[src/rtl/fractional_adder.sv]
// Registered Q0.DATA_WIDTH fraction adder/subtractor with carry/borrow flag.
// One-cycle latency; outputs come only from registers.
module fractional_adder #(
    parameter int unsigned DATA_WIDTH = 8,
    parameter bit          SATURATE   = 1'b0
) (
    input  logic                  clk,
    input  logic                  reset,
    input  logic                  in_valid,
    input  logic                  sub,
    input  logic [DATA_WIDTH-1:0] A,
    input  logic [DATA_WIDTH-1:0] B,
    output logic                  out_valid,
    output logic [DATA_WIDTH-1:0] Out,
    output logic                  overflow
);

    logic [DATA_WIDTH:0]   inter;
    logic                  inter_ov;
    logic [DATA_WIDTH-1:0] result;

    logic [DATA_WIDTH-1:0] out_q, out_d;
    logic                  ovf_q, ovf_d;
    logic                  vld_q, vld_d;

    // The top bit of the widened result is the carry on add and the borrow on subtract.
    always_comb begin
        if (sub) begin
            inter = {1'b0, A} - {1'b0, B};
        end else begin
            inter = {1'b0, A} + {1'b0, B};
        end
        inter_ov = inter[DATA_WIDTH];
    end

    always_comb begin
        result = inter[DATA_WIDTH-1:0];
        if (SATURATE && inter_ov) begin
            result = sub ? '0 : '1;
        end
    end

    always_comb begin
        out_d = out_q;
        ovf_d = ovf_q;
        vld_d = 1'b0;
        if (in_valid) begin
            out_d = result;
            ovf_d = inter_ov;
            vld_d = 1'b1;
        end
    end

    always_ff @(posedge clk) begin
        if (reset) begin
            out_q <= '0;
            ovf_q <= 1'b0;
            vld_q <= 1'b0;
        end else begin
            out_q <= out_d;
            ovf_q <= ovf_d;
            vld_q <= vld_d;
        end
    end

    assign Out       = out_q;
    assign overflow  = ovf_q;
    assign out_valid = vld_q;

endmodule

[config.mk]
export PLATFORM = sky130hd
export DESIGN_NAME = fractional_adder
export DESIGN_NICKNAME = d
export VERILOG_FILES = /design/src/rtl/fractional_adder.sv
export SDC_FILE = /design/constraint.sdc
export NUM_CORES = 1
export LEC_CHECK = 0
export ABC_AREA = 1
export CAP_MARGIN = 20
export CORE_MARGIN = 2
export CORE_UTILIZATION = 49
export DETAILED_ROUTE_END_ITERATION = 8
export PLACE_DENSITY_LB_ADDON = 0.15
export SLEW_MARGIN = 15
export SYNTH_ARGS = -nofsm -noshare
export SYNTH_HDL_FRONTEND = slang
export SYNTH_SLANG_ARGS = --single-unit
[constraint.sdc]
create_clock -name clk -period 4.7 [get_ports clk]
set_clock_uncertainty 0.05 [all_clocks]
set_input_delay 0.94 -clock clk [delete_from_list [all_inputs] [get_ports clk]]
set_output_delay 0.94 -clock clk [all_outputs]
set_load 0.01 [all_outputs]
==> key figures, run 1 <==
Floorplanning
  – Die ar.: approximately 0.0023 mm²
  – Chip width: between 40 and 50 µm
  – Die Y: roughly 48 µm
  – Starting Density: a little over half
  – Core ar.: ~0.0018 mm²
  – Ports: 30
  – FP Rows: 15

Clock tree
  – Worst-case clock buffer depth: 2
  – Clock transition at the registers of the reported paths: 0.06 ns
  – Cts repair resizes: 0
  – Setup Fix Bufs, Post-CTS: 0
  – Sink Count: 10
  – Worst-Skew Late Latency: approximately 0.26 ns
  – CTS Hold Buffers Added: 0
  – Root buf cell: clkbuf_4
  – CTS tree: yes
  – H-tree levels: 1
  – Number of buffers created by CTS: 3

Setup path
  – Crit. End Element: flop
  – CP Buf/Inv Count: 4
  – Crit-path slowest cell: clkdlybuf4s50_1
  – CP delay by family, top: buffers and inverters
  – Cells along the critical path: clkdlybuf4s50_1 > inv_1 > ha_1 > nand2_1 > o31ai_2 > xor2_1 > ha_1 > nand2_1 > inv_1 > a21oi_1 > nand2_1 > nand2_1 > nand3_1 > nand2_1 > inv_1
  – Req. time, crit path: about 4.8 ns
  – Worst reg2reg startpoint: Out[4]
  – CP Launch Type: primary input
  – Worst-path maximum fanout: 5
  – R2r worst-path depth: 4
  – CP peak stage delay: 0.43 ns
  – Reg2Reg Setup Slack: about 4 ns
  – Reg-to-reg endpoint: Out[4]
  – Most common cell on crit path: nand2_1
  – CP Class: in2reg
  – Critical Path AT: just over 3 ns

Detailed routing
  – Drt first pass iters: 4
  – Detailed Route WL: ~2.0 mm
  – Antenna viol nets, final: 0
  – Vias per cell: roughly 4.8
  – DRC violations left: 0
  – DR vias: 1008
  – Initial DRC Count: 15
  – Post-DR wirelength/cell: a little over 9 µm

Status
  – Outcome: complete, no violations

Timing
  – Setup_tns: 0 ns
  – Fmax: between 300 and 400 MHz
  – Slew Viols, Final: 0
  – Final hold slack: around 0.45 ns
  – Period utilization: between 60 and 70%
  – Slew HR: 64.0%
  – Worst-margin pin slew: between 0.5 and 0.6 ns
  – Final hold vios: 0
  – Final min period: approximately 3 ns
  – RSZ-0062 raised after global routing: false
  – Final setup violation count: 0

Min path
  – HP Start: Out[0]
  – Class of the tightest hold or removal check: reg2reg
  – Hold Path End: Out[0]
  – Hold depth: 2

Synth
  – Post-synth top area share: 21.1%
  – Post-synthesis compound-gate area fraction: between 10% and 20%
  – Most frequent cell after synthesis: nand2_1
  – Mapped cell area: roughly 950 µm²
  – Yosys Warn Count: 0
  – Async SR Flop Fraction: 0%
  – Synth Area in Simple Gates: between 30% and 40%
  – Main combinational cell family by area after synthesis: simple AND/OR/NAND/NOR gates
  – Synth Register Bits: 10
  – EDFF count, synth: 0
  – Register area share after synthesis: a little over a fifth
  – Top cells by count, synth: nand2_1 (36), inv_1 (29), nor2_1 (27), dfxtp_1 (10), nand3_1 (10)
  – Synth Flop Type: dfxtp_1
  – Area share of xor/xnor cells in the synthesized design: under 10%
  – Post-Synth Adder-Cell Area: approximately 14%
  – Mapped Cells: 156
  – Top cells by area, synth: dfxtp_1 (21%), nand2_1 (14%), ha_1 (12%)
  – Synth Net Count: 186
  – Avg Cell Area, Syn: slightly above 6 µm²
  – Mux contribution to synthesized area: 0%
  – Number of library cell types mapped by synthesis: 21
  – Largest area contributor in the netlist: dfxtp_1

Placed design
  – Port Buffers: 29
  – Placer Congestion: between 0.7 and 0.8
  – DP Area: 0.00126 mm²
  – DP HPWL: 1.66 mm

Global route
  – First-pass GRT wire length: approximately 3.3 mm
  – Met2 usage: 35.5%
  – Total Routing Usage GR: about 20%
  – Initial antenna violation count: 0
  – Total grt overflow: 0
  – Gr busiest metal: met2
  – Vias in the first global route: about 840
  – Grt met3 use: under 10%
  – Largest net degree at the start of global routing: 17
  – Grt met1 use: a little under a quarter

Pwr
  – Pwr/cell area: between 200 and 250 mW/mm²
  – Worst vdd ir: between 0.1 and 0.15 mV
  – Pwr Total: a little over 300 µW
  – Lkg Pwr: 0.677 nW

Flow run
  – Max-cap violations: 0

Layout
  – Fin area: approximately 0.0013 mm²
  – Ant. Diodes: 0
  – Share of post-route cells with drive strength above 1: 4.28%
  – Net count, final: between 200 and 250
  – Fin util: between 70% and 80%
  – Area Overhead vs Synth: 36.4%
## power breakdown
part | internal [mW] | leakage, nW | switching, mW
registers | 0.0935 | 0.0832 | 0.00388
clock network | 0.0471 | 0.0210 | 0.0296
logic | 0.0672 | 0.573 | 0.0685
total | 0.208 | 0.677 | 0.102
## layout make-up
cell class / instances / area [µm²]
clock buffer: 4 / 36.3
fill: 162 / 470
tap: 25 / 31.3
inverter: 30 / 113
timing repair buffer: 29 / 290
multi-input combinational: 114 / 623
sequential: 10 / 200
## worst register-to-register path, stage by stage (launching register included)
cell	delay, ns
dfxtp_1	0.31
nor2_1	0.10
nor2_1	0.06
o21ai_1	0.07
inv_1	0.04
## layer usage
metal	wire length, µm	part of all wire (%)	vias to the layer above
met5	0	0	-
li1	-	-	545
met4	29	1.5	0
met3	105	5.4	5
met1	851	44	429
met2	968	50	29
## flip-flops by register name, summed over array words and instances, names as in the netlist
name	cells
overflow	1
out_valid	1
Out	8
## layout by cell type (no fill, tap or decap)
cell and count:
nor2_2 1, a22oi_1 1, nand2_1 36, dfxtp_1 10, a21oi_1 6, ha_1 9
o31ai_2 1, clkdlybuf4s50_1 29, nor2_1 27, clkbuf_4 3, nand3b_1 3, o21ai_0 5
xor2_1 3, nand2_2 1, o21ai_1 4, inv_2 1, fa_1 1, nand3_1 10
clkbuf_8 1, inv_1 29, or2_1 2, xnor2_1 4
## cell families after synthesis
| family | count (synthesis) |
|---|---|
| simple gates | 80 |
| flops | 10 |
| xor+xnor | 7 |
| compound gates | 17 |
| buf+inv | 32 |
| fa+ha+maj | 10 |
## metrics by stage
| step | instances | setup WS (ns) |
|---|---|---|
| finish | 212 | 1.71 |
| global route | 212 | 1.54 |
| CTS | 212 | 1.70 |
| detailed placement | 208 | 1.44 |
| global placement | 208 | 1.46 |
| floorplan | 156 | 2.11 |
## worst max path at each step
stage / from / endpoint / slack, ns / cells past startpoint
finish: B[0] / overflow / 1.71 / 15
global route: B[0] / overflow / 1.54 / 15
CTS: B[0] / overflow / 1.70 / 15
detailed placement: B[0] / overflow / 1.44 / 15
global placement: B[0] / overflow / 1.46 / 15
floorplan: B[0] / overflow / 2.11 / 14
Power figures use the tool's default switching activity.
==> run 2, diff against run 1 <==
CORE_ASPECT_RATIO = 0.6   (was default)
CORE_UTILIZATION = 41   (was 49)
clock period = 2.7 ns   (was 4.7 ns; I/O delays follow)
==> key figures, run 2 (synthesis results as in run 1) <==
Status
  – Outcome: complete, no violations (unchanged)

Detailed routing
  – Detailed Route WL: 2.22 mm (was 1.96 mm)
  – DR vias: 1055 (was 1008)
  – Vias per cell: 4.69 (was 4.75)
  – Antenna viol nets, final: 0 (unchanged)
  – Drt first pass iters: 4 (unchanged)
  – Initial DRC Count: 75 (was 15)
  – DRC violations left: 0 (unchanged)
  – Post-DR wirelength/cell: 9.85 µm (was 9.22 µm)

Timing
  – Final hold vios: 0 (unchanged)
  – Final min period: 2.51 ns
  – Slew HR: 64.9% (was 64.0%)
  – Period utilization: 93.0%
  – Final hold slack: 0.459 ns (was 0.455 ns)
  – Fmax: about 400 MHz
  – Setup_tns: 0 ns (unchanged)
  – Final setup violation count: 0 (unchanged)
  – Slew Viols, Final: 0 (unchanged)
  – Worst-margin pin slew: 0.525 ns (was 0.539 ns)
  – RSZ-0062 raised after global routing: false (unchanged)

Floorplanning
  – Starting Density: 43.5% (was 53.8%)
  – Ports: 30 (unchanged)
  – Chip width: 66.1 µm (was 48.0 µm)
  – Core ar.: 0.00218 mm² (was 0.00176 mm²)
  – FP Rows: 13 (was 15)
  – Die Y: 41.3 µm (was 48.0 µm)
  – Die ar.: 0.00273 mm² (was 0.00230 mm²)

Pwr
  – P_sw: 198 µW (was 102 µW)
  – Lkg Pwr: 0.723 nW (was 0.677 nW)
  – Switch share: 31.8% (was 32.9%)
  – Combinational share of power: 42.0% (was 43.8%)
  – Cell-internal power: 425 µW (was 208 µW)
  – Share of total power in the clock network: 30.6% (was 24.8%)
  – Pwr Total: 623 µW (was 310 µW)
  – Worst vdd ir: 0.181 mV (was 0.125 mV)
  – Pwr/cell area: 448 mW/mm² (was 239 mW/mm²)
  – Sequential share of power: 27.4% (was 31.4%)

Layout
  – Share of post-route cells with drive strength above 1: 10.3% (was 4.28%)
  – Multi-input gate area in the final layout: 636 µm² (was 623 µm²)
  – Fin area: 0.00139 mm² (was 0.00129 mm²)
  – Net count, final: 226 (was 218)
  – Filler cells: 216 (was 162)
  – Ant. Diodes: 0 (unchanged)
  – Most frequent cells in the layout: nand2_1 (35), inv_1 (29), clkdlybuf4s50_1 (29), nor2_1 (27) (was nand2_1 (36), inv_1 (29), clkdlybuf4s50_1 (29), nor2_1 (27))
  – Final std cells w/o fill: 225 (was 212)
  – Max reg flops: 8 (unchanged)
  – Register area: 200 µm² (unchanged)
  – Most common cell after layout, fill and taps aside: nand2_1 (unchanged)
  – Area Overhead vs Synth: 46.7% (was 36.4%)

Clock tree
  – Number of buffers created by CTS: 3 (unchanged)
  – CTS Hold Buffers Added: 0 (unchanged)
  – H-tree levels: 1 (unchanged)
  – Sink Count: 10 (unchanged)
  – Setup Fix Bufs, Post-CTS: 0 (unchanged)
  – Worst-Skew Late Latency: 0.24 ns (was 0.26 ns)
  – Clock transition at the registers of the reported paths: 0.05 ns (was 0.06 ns)
  – Cts repair resizes: 0 (unchanged)
  – Worst-case clock buffer depth: 2 (unchanged)
  – CTS tree: yes (unchanged)
  – Root buf cell: clkbuf_8 (was clkbuf_4)

Min path
  – Class of the tightest hold or removal check: reg2reg (unchanged)
  – Hold depth: 2 (unchanged)

Placed design
  – DP Area: 0.00132 mm² (was 0.00126 mm²)
  – DP HPWL: 1.82 mm (was 1.66 mm)
  – Port Buffers: 29 (unchanged)
  – Cells after DPL: 221 (was 208)
  – Placer Congestion: 0.767 (was 0.782)

Setup path
  – Most common cell on crit path: nand2_1 (unchanged)
  – CP Launch Type: primary input (unchanged)
  – Critical Path AT: 2.60 ns (was 3.11 ns)
  – Worst-path maximum fanout: 4 (was 5)
  – Req. time, crit path: 2.79 ns (was 4.82 ns)
  – R2r worst-path depth: 4 (unchanged)
  – CP Class: in2reg (unchanged)
  – CP peak stage delay: 0.41 ns (was 0.43 ns)
  – Reg2Reg Setup Slack: 1.92 ns (was 3.97 ns)
  – Crit-path slowest cell: clkdlybuf4s50_1 (unchanged)
  – Crit. End Element: flop (unchanged)
  – Cells along the critical path: clkdlybuf4s50_1 > inv_1 > ha_2 > nand2_2 > o31ai_2 > xor2_1 > ha_1 > nand2_1 > inv_1 > a21oi_2 > nand2_1 > nand2_1 > nand3_1 > nand2_1 > inv_1 (was clkdlybuf4s50_1 > inv_1 > ha_1 > nand2_1 > o31ai_2 > xor2_1 > ha_1 > nand2_1 > inv_1 > a21oi_1 > nand2_1 > nand2_1 > nand3_1 > nand2_1 > inv_1)

Global route
  – Vias in the first global route: 894 (was 836)
  – First-pass GRT wire length: 3.64 mm (was 3.26 mm)
  – Largest net degree at the start of global routing: 17 (unchanged)
  – Initial antenna violation count: 0 (unchanged)
  – Total Routing Usage GR: 18.3% (was 19.7%)
  – Total grt overflow: 0 (unchanged)

Flow run
  – Max-cap violations: 0 (unchanged)
-- run 2: changes by cell type in the layout (fill, tap and decap cells not counted), sizes merged --
cell | before | now
buf | 0 | 8
-- run 2: through the flow --
| step | setup WS [ns] | util [%] |
|---|---|---|
| floorplan | 0.511 | - |
| global placement | -0.145 | 60.7 |
| detailed placement | -0.169 | 60.7 |
| CTS | 0.0890 | 63.3 |
| global route | 0.00258 | 63.8 |
| finish | 0.188 | 63.8 |
-- run 2: layout make-up --
cell class                      instances  area share (%)
Inverter                               30            8.09
Timing Repair Buffer                   37            25.2
Sequential cell                        10            14.4
Clock buffer                            4            3.96
Tap cell                               30            2.70
Multi-Input combinational cell        114            45.7
-- run 2: worst paths after layout --
path,from,end
worst max register to register,Out[3],Out[3]
worst max-delay path,B[0],overflow
worst min register to register,Out[5],Out[5]
worst min-delay path,Out[5],Out[5]
-- run 2: critical path, delay by kind of cell --
| family | cells | cell delay (ns) |
|---|---|---|
| simple gates | 6 | 0.46 |
| fa+ha+maj | 2 | 0.48 |
| buf+inv | 4 | 0.58 |
| compound gates | 2 | 0.36 |
| xor+xnor | 1 | 0.17 |
-- run 2: layer usage --
| layer | vias up | GRT usage, % | share of wire, % |
|---|---|---|---|
| li1 | 560 | - | - |
| met4 | 0 | 4.59 | 0 |
| met1 | 464 | 23.6 | 47 |
| met5 | - | 0 | 0 |
| met2 | 31 | 31.3 | 47 |
| met3 | 0 | 4.67 | 6.6 |
-- run 2: power by group through the flow --
stage / Sequential [mW] / Clock (mW) / Combinational, mW
after floorplan: 0.180 / 0 / 0.142
after global placement: 0.172 / 0 / 0.251
after detailed placement: 0.173 / 0 / 0.255
after CTS: 0.171 / 0.195 / 0.258
after global routing: 0.172 / 0.200 / 0.296
final: 0.171 / 0.191 / 0.262
==> run 3, diff against run 2 <==
TNS_END_PERCENT = 100   (was default)
==> results of run 3 <==
Final layout, timing and power as in run 2 (identical DEF).
